$ cat src/rtl/slave_out_port.sv
// Slave-side serialiser: hands one DATA_LEN-bit read word to the master input
// port over a slave_valid/master_ready handshake, then streams it LSB first.
module slave_out_port #(
  parameter int DATA_LEN = 8,
  parameter int TIMEOUT  = 0
) (
  input  logic                clk,
  input  logic                reset,
  input  logic                tx_start,
  input  logic [DATA_LEN-1:0] data_in,
  output logic                busy,
  output logic                tx_done,
  output logic                timeout_err,
  output logic                tx_data,
  output logic                slave_valid,
  input  logic                master_ready
);

  localparam int BW = $clog2(DATA_LEN);
  localparam int WW = (TIMEOUT > 2) ? $clog2(TIMEOUT) : 1;

  typedef enum logic [1:0] {
    IDLE,
    WAIT_HANDSHAKE,
    SEND
  } state_t;

  state_t              state, state_nxt;
  logic [DATA_LEN-1:0] shift_reg, shift_nxt;
  logic [BW-1:0]       bit_cnt, bit_nxt;
  logic [WW-1:0]       wait_cnt, wait_nxt;
  logic                valid_nxt, done_nxt, terr_nxt, busy_nxt;

  // All outputs come straight from these registers; reset drops slave_valid at once.
  always_ff @(posedge clk or posedge reset) begin
    if (reset) begin
      state       <= IDLE;
      shift_reg   <= '0;
      bit_cnt     <= '0;
      wait_cnt    <= '0;
      slave_valid <= 1'b0;
      tx_done     <= 1'b0;
      timeout_err <= 1'b0;
      busy        <= 1'b0;
    end else begin
      state       <= state_nxt;
      shift_reg   <= shift_nxt;
      bit_cnt     <= bit_nxt;
      wait_cnt    <= wait_nxt;
      slave_valid <= valid_nxt;
      tx_done     <= done_nxt;
      timeout_err <= terr_nxt;
      busy        <= busy_nxt;
    end
  end

  // The handshake edge already delivers bit 0, so SEND starts with bit 1 on the line.
  always_comb begin
    state_nxt = state;
    shift_nxt = shift_reg;
    bit_nxt   = bit_cnt;
    wait_nxt  = wait_cnt;
    valid_nxt = slave_valid;
    done_nxt  = 1'b0;
    terr_nxt  = 1'b0;
    case (state)
      IDLE: begin
        if (tx_start) begin
          shift_nxt = data_in;
          valid_nxt = 1'b1;
          wait_nxt  = '0;
          state_nxt = WAIT_HANDSHAKE;
        end
      end
      WAIT_HANDSHAKE: begin
        if (master_ready) begin
          shift_nxt = shift_reg >> 1;
          bit_nxt   = BW'(1);
          valid_nxt = 1'b0;
          state_nxt = SEND;
        end else if ((TIMEOUT != 0) && (wait_cnt == WW'(TIMEOUT - 1))) begin
          shift_nxt = '0;
          valid_nxt = 1'b0;
          terr_nxt  = 1'b1;
          state_nxt = IDLE;
        end else begin
          wait_nxt = wait_cnt + 1'b1;
        end
      end
      SEND: begin
        if (bit_cnt == BW'(DATA_LEN - 1)) begin
          shift_nxt = '0;
          bit_nxt   = '0;
          done_nxt  = 1'b1;
          state_nxt = IDLE;
        end else begin
          shift_nxt = shift_reg >> 1;
          bit_nxt   = bit_cnt + 1'b1;
        end
      end
      default: begin
        shift_nxt = '0;
        bit_nxt   = '0;
        wait_nxt  = '0;
        valid_nxt = 1'b0;
        state_nxt = IDLE;
      end
    endcase
    busy_nxt = (state_nxt != IDLE);
  end

  assign tx_data = shift_reg[0];

endmodule

$ cat config.mk
export PLATFORM = sky130hd
export DESIGN_NAME = slave_out_port
export DESIGN_NICKNAME = d
export VERILOG_FILES = /design/src/rtl/slave_out_port.sv
export SDC_FILE = /design/constraint.sdc
export NUM_CORES = 1
export LEC_CHECK = 0
export ABC_AREA = 0
export CORE_MARGIN = 5
export CORE_UTILIZATION = 55
export CTS_CLUSTER_SIZE = 25
export DETAILED_ROUTE_END_ITERATION = 10
export GPL_TIMING_DRIVEN = 1
export MAX_ROUTING_LAYER = met4
export PLACE_DENSITY = 0.82
export SLEW_MARGIN = 20
export SYNTH_ARGS = -nofsm -noshare
export SYNTH_HDL_FRONTEND = slang
export SYNTH_SLANG_ARGS = --single-unit
$ cat constraint.sdc
create_clock -name clk -period 5 [get_ports clk]
set_clock_uncertainty 0.05 [all_clocks]
set_input_delay 1.25 -clock clk [delete_from_list [all_inputs] [get_ports clk]]
set_output_delay 1.25 -clock clk [all_outputs]
set_load 0.01 [all_outputs]
==> results_dict.tcl, run 1 <==
set metrics [dict create \
    std_cell_rows 15 \
    crit_chain "clkdlybuf4s50_1, nor2b_1, buf_4, or2_1, a221oi_2" \
    wl_per_cell_um 14.2 \
    diodes 0 \
    initial_core_util_pct 57.7 \
    maxSlewHeadroom_pct 59.5 \
    nFillCells 130 \
    worstPathArrival_ns 2.68 \
    cts.sinks 16 \
    p_per_area_mw_per_mm2 600 \
    via_per_inst 5.59 \
    hold_end "slave_valid" \
    wirelength_um 1820 \
    areaGrowthSynthToFinish_pct 15.7 \
    port_buffers 15 \
    grt_pass1_wl_um 3130 \
    postCtsSetupBuffers 0 \
    hold_path.class "flop to flop" \
    final_layout_size_suffix_gt1_share_pct 14.6 \
    cap_violations 0 \
    ctsResizeCount 0 \
    die_x_um 52.3 \
    leakagePower_uw 0.000511 \
    core_area_mm2 0.00171 \
    cts_buffer_depth 2 \
    yosysSeqAreaShare_pct 40.6 \
    final_area_mm2 0.00114 \
    htree_num_levels 1 \
    dp_hpwl_um 1340 \
    holdBufCountCts 0 \
    drv_slew 0 \
    worst_slew_pin_slew_ns 0.608 \
    yosys_warnings 0 \
    vias 716 \
    synth-seq-cells 16 \
    grt_pass1_vias 701 \
    antenna_found_initial 0 \
    synth_cells 92 \
    setup_viol 0 \
    slowest_delay_ns 0.47 \
    finalCritPeriodShare_pct 50.7 \
    largest_reg_flops 8 \
    clock.fmax_mhz 395 \
    end_kind "flop" \
    rr_endpoint "shift_reg[6]" \
    place_area_mm2 0.00110 \
    cp.required_ns 5.15 \
    synth_fp_nets 110 \
    rrSetupSlack_ns 2.76 \
    cp-start-kind "input pin" \
    rsz0062_at_grt "no" \
    gp_congestion 0.791 \
    min_path_cells 1 \
    status "finished, final reports clean" \
    cts_tree "done" \
    cp_num_buf_inv 2 \
    synth_area_um2 986 \
    setup_tns_ns 0 \
    io_pins 17 \
    grtUsageTotal_pct 15.8 \
    worstHoldStart "slave_valid" \
    cp_max_fo 19 \
    die_h_um 52.3 \
    final-hold-violation-count 0 \
    ys_types 27 \
    syn_area_per_cell_um2 10.7 \
    clock_latency_ns 0.28 \
    r2r_cells 5 \
    post-route-drc-count 0 \
    ir_drop_mv 0.405 \
    clk_root_buffer_cell "clkbuf_4" \
    path_class "input pin to flop" \
    grt_overflow_total 0 \
    reg2reg_from "state[0]" \
    drtIter0Drc 9 \
    dieArea_mm2 0.00274 \
    min_period_ns 2.53 \
    crit_family "buffers and inverters" \
    crit_path_top_delay_cell "clkdlybuf4s50_1" \
    grt_start_max_net_pins 20 \
    drt-pass1-iter-count 5 \
    clk_pin_slew_ns 0.10 \
    nNetsFinal 122 \
    cts_buffers 3 \
    drtAntennaViolNets 0 \
]
==> how the worst max path moves through the flow <==
| stage | from | to | depth (start not counted) |
|---|---|---|---|
| after global routing | master_ready | shift_reg[2] | 5 |
| after CTS | master_ready | shift_reg[5] | 5 |
| final | master_ready | shift_reg[6] | 5 |
| after global placement | master_ready | shift_reg[6] | 5 |
| after floorplan | master_ready | shift_reg[0] | 5 |
| after detailed placement | master_ready | shift_reg[5] | 5 |
==> power by group <==
| part | leakage, µW | switching, µW | total, µW | internal, µW |
|---|---|---|---|---|
| clock | 0.0000210 | 42.4 | 86.7 | 44.3 |
| sequential | 0.000199 | 30.4 | 215 | 184 |
| combinational | 0.000291 | 206 | 384 | 178 |
| total | 0.000511 | 279 | 685 | 406 |
==> synth_stat cells, drive strengths merged <==
| cell type | instances | share of area, % |
|---|---|---|
| dfrtp | 16 | 41 |
| inv | 13 | 4.9 |
| o21ai | 12 | 6.1 |
| a211oi | 7 | 5.3 |
| a221oi | 7 | 11 |
| buf | 7 | 6.3 |
| ha | 6 | 7.6 |
| nor2b | 3 | 3.4 |
| a21o | 2 | 1.5 |
| clkbuf | 2 | 0.76 |
| nand3 | 2 | 1.0 |
| nor3 | 2 | 2.2 |
| o311a | 2 | 2.0 |
| o31ai | 2 | 1.5 |
| or2 | 2 | 1.3 |
| a21oi | 1 | 0.51 |
| and2 | 1 | 0.63 |
| and3b | 1 | 0.89 |
| conb | 1 | 0.38 |
| nand2 | 1 | 0.38 |
| o32a | 1 | 1.0 |
| o41ai | 1 | 0.89 |
==> through the flow <==
step                      utilization (%)  total power [µW]  hold WS, ns  std cells  setup WS [ns]
after floorplan                         -               541        0.414         92           2.86
after global placement               64.7               586        0.436        124           2.19
after detailed placement             64.7               601        0.445        124           2.17
after CTS                            66.8               686        0.472        128           2.46
after global routing                 66.8               740        0.501        128           2.42
final                                66.8               685        0.472        128           2.47
==> final cells by class <==
type	instances	area, µm²	share of cell area (%)
clock buffers	4	36.3	3.18
inverters	13	48.8	4.28
multi-input cells	54	467	40.9
flip-flops and latches	16	400	35.1
well taps	25	31.3	2.74
repair buffers	16	158	13.8
==> layer usage <==
metal  wire length, µm  track usage (%)  up-vias
met5                 0                -        -
met4                13             5.11        0
met3                60             3.42        2
met2               947             27.1       14
met1               801             18.4      348
li1                  -                -      352
==> worst reg2reg max path: stages (launching register included) <==
cell      delay, ns
dfrtp_1        0.44
inv_1          0.10
ha_1           0.55
nor2b_4        0.42
or2_1          0.43
a221oi_2       0.13
==> cell families after synthesis <==
kind of cell / Yosys count / synth area share, %
AOI/OAI and AO/OA: 35 / 29.6
other: 1 / 0.380
DFF: 16 / 40.6
adders and majority gates: 6 / 7.61
and+or+nand+nor: 12 / 9.77
buffers and inverters: 22 / 12.1
==> layout by cell type, fill, tap and decap left out, types with 2 or more instances in the layout <==
cell type / synthesis / final
dfrtp_1: 16 / 16
o311a_1: 2 / 2
clkdlybuf4s50_1: 0 / 15
nor2b_4: 2 / 2
nand3_1: 2 / 2
inv_1: 13 / 13
a211oi_1: 7 / 7
a221oi_2: 7 / 7
a21o_1: 2 / 2
or2_1: 2 / 2
o31ai_1: 2 / 2
ha_1: 6 / 6
o21ai_1: 4 / 4
o21ai_0: 8 / 8
clkbuf_4: 0 / 3
(Power assumes the default switching activity.)
==> run 2: changes to the inputs <==
--- a/config.mk
+++ b/config.mk
@@ -7,12 +7,12 @@
 export LEC_CHECK = 0
 export ABC_AREA = 0
 export CORE_MARGIN = 5
-export CORE_UTILIZATION = 55
+export CORE_UTILIZATION = 51
 export CTS_CLUSTER_SIZE = 25
 export DETAILED_ROUTE_END_ITERATION = 10
 export GPL_TIMING_DRIVEN = 1
 export MAX_ROUTING_LAYER = met4
-export PLACE_DENSITY = 0.82
+export PLACE_DENSITY = 0.76
 export SLEW_MARGIN = 20
 export SYNTH_ARGS = -nofsm -noshare
 export SYNTH_HDL_FRONTEND = slang
==> constraint.sdc (replaced) <==
create_clock -name clk -period 2.6 [get_ports clk]
set_clock_uncertainty 0.05 [all_clocks]
set_input_delay 0.65 -clock clk [delete_from_list [all_inputs] [get_ports clk]]
set_output_delay 0.65 -clock clk [all_outputs]
set_load 0.01 [all_outputs]
==> run 2 against run 1 <==
  * Clock power rose by 89%
  * Via count grew 2.4%
  * Sequential power rose by 93%
  * Largest cell class unchanged
  * Largest power group unchanged
  * Design area grew 1.5%
  * Cell count is 3.1% higher
  * Sequential cell count is the same
  * Wire length increased by 4.1%
  * Die area rose by 6.3%
  * Power is 95% higher
  * Critical path type is now flop to flop
  * Non-clock buffer count up 2
  * Critical endpoint is now shift_reg[5]
==> results_dict.tcl, run 2 (same netlist as run 1, synthesis figures left out) <==
set metrics [dict create \
    end_kind "flop" \
    rrSetupSlack_ns 0.58 \
    std_cell_rows 16 \
    dpl.cell_count 128 \
    worstHoldStart "bit_cnt[2]" \
    worstPathArrival_ns 2.13 \
    cap_violations 0 \
    nNetsFinal 124 \
    final_area_mm2 0.00116 \
    die_x_um 54.0 \
    largest_reg_flops 8 \
    drtAntennaViolNets 0 \
    clock.fmax_mhz 496 \
    antenna_found_initial 0 \
    hold_end "bit_cnt[2]" \
    rsz0062_at_grt "no" \
    grt_overflow_total 0 \
    clk_pin_slew_ns 0.09 \
    cp.required_ns 2.71 \
    wirelength_um 1900 \
    ir_drop_mv 0.600 \
    r2r_cells 5 \
    gp_congestion 0.771 \
    holdBufCountCts 0 \
    grt_start_max_net_pins 17 \
    seq_power_share_pct 30.9 \
    fin_ws_ns 0.583 \
    swShare_pct 40.3 \
    hold_path.class "flop to flop" \
    min_path_cells 2 \
    dieArea_mm2 0.00291 \
    grt_pass1_wl_um 3250 \
    initial_core_util_pct 51.8 \
    place_area_mm2 0.00112 \
    cts.sinks 16 \
    htree_num_levels 1 \
    min_period_ns 2.02 \
    finalCritPeriodShare_pct 77.6 \
    nFillCells 168 \
    maxSlewHeadroom_pct 60.3 \
    worst_slew_pin_slew_ns 0.595 \
    path_class "flop to flop" \
    pre_cts_ws_ns 0.410 \
    instances_no_fill 132 \
    clk_root_buffer_cell "clkbuf_4" \
    grtUsageTotal_pct 15.9 \
    p_total_uw 1340 \
    ctsResizeCount 0 \
    final_common_cell "dfrtp_1" \
    cp-start-kind "flop" \
    drv_slew 0 \
    leakagePower_uw 0.000521 \
    rr_endpoint "shift_reg[5]" \
    power_switching_uw 540 \
    p_per_area_mw_per_mm2 1160 \
    grt_pass1_vias 717 \
    drtIter0Drc 12 \
    areaGrowthSynthToFinish_pct 17.5 \
    final_layout_size_suffix_gt1_share_pct 16.2 \
    crit_path_top_delay_cell "dfrtp_1" \
    wl_per_cell_um 14.4 \
    setup_tns_ns 0 \
    core_area_mm2 0.00190 \
    reg2reg_from "state[1]" \
    port_buffers 15 \
    die_h_um 54.0 \
    cts_buffers 3 \
    crit_chain "inv_1, ha_1, nor2b_4, or2_1, a221oi_2" \
    clock_latency_ns 0.28 \
    intPower_uw 799 \
    cp_max_fo 11 \
    vias 733 \
    setup_viol 0 \
    pwr-share-comb_pct 56.9 \
    postCtsSetupBuffers 0 \
    diodes 0 \
    status "finished, final reports clean" \
    via_per_inst 5.55 \
    final-hold-violation-count 0 \
    cts_tree "done" \
    slowest_delay_ns 0.43 \
    post-route-drc-count 0 \
    cts_buffer_depth 2 \
    layout_common_cells "dfrtp_1, clkdlybuf4s50_1, inv_1" \
    io_pins 17 \
    drt-pass1-iter-count 4 \
    power_frac_clock_pct 12.3 \
]
==> run 2: through the flow <==
stage	util, %	hold slack [ns]
after floorplan	-	0.414
final	60.9	0.463
after global placement	59.0	0.425
after CTS	60.9	0.461
after global routing	60.9	0.499
after detailed placement	59.0	0.440
==> run 2: routing by layer <==
layer  part of all wire, %  track usage, %  vias up
met2                    51            24.4       12
met5                     0               -        -
met4                   1.8            4.15        0
met3                   3.9            6.09        4
met1                    44            19.7      363
li1                      -               -      354
==> run 2: how the worst max path moves through the flow <==
stage	start	endpoint	slack, ns	cells past startpoint
6_report	state[1]	shift_reg[5]	0.58	5
5_1_grt	state[1]	shift_reg[5]	0.42	5
4_1_cts	state[1]	shift_reg[5]	0.56	5
3_5_place_dp	tx_start	shift_reg[5]	0.41	4
3_3_place_gp	tx_start	shift_reg[5]	0.46	4
2_1_floorplan	state[0]	busy	0.97	6
==> run 2: layout make-up <==
cell class | instances | area [µm²] | share of cell area (%)
multi-input cells | 54 | 467 | 40.3
inverters | 13 | 48.8 | 4.21
clock buffers | 4 | 36.3 | 3.13
well taps | 27 | 33.8 | 2.92
repair buffers | 18 | 173 | 14.9
flip-flops and latches | 16 | 400 | 34.6
==> run 2: worst max-delay path, delay by kind of cell, from the launching register on <==
kind | cells | cell delay, ns
buf+inv | 1 | 0.10
flops | 1 | 0.43
compound gates | 1 | 0.13
simple gates | 2 | 0.80
fa+ha+maj | 1 | 0.37
==> run 2: power by group through the flow <==
stage / combinational (µW) / sequential [µW] / clock (µW)
after floorplan: 627 / 414 / 0
after global placement: 738 / 413 / 0
after detailed placement: 763 / 417 / 0
after CTS: 769 / 412 / 166
after global routing: 837 / 428 / 179
final: 761 / 414 / 164
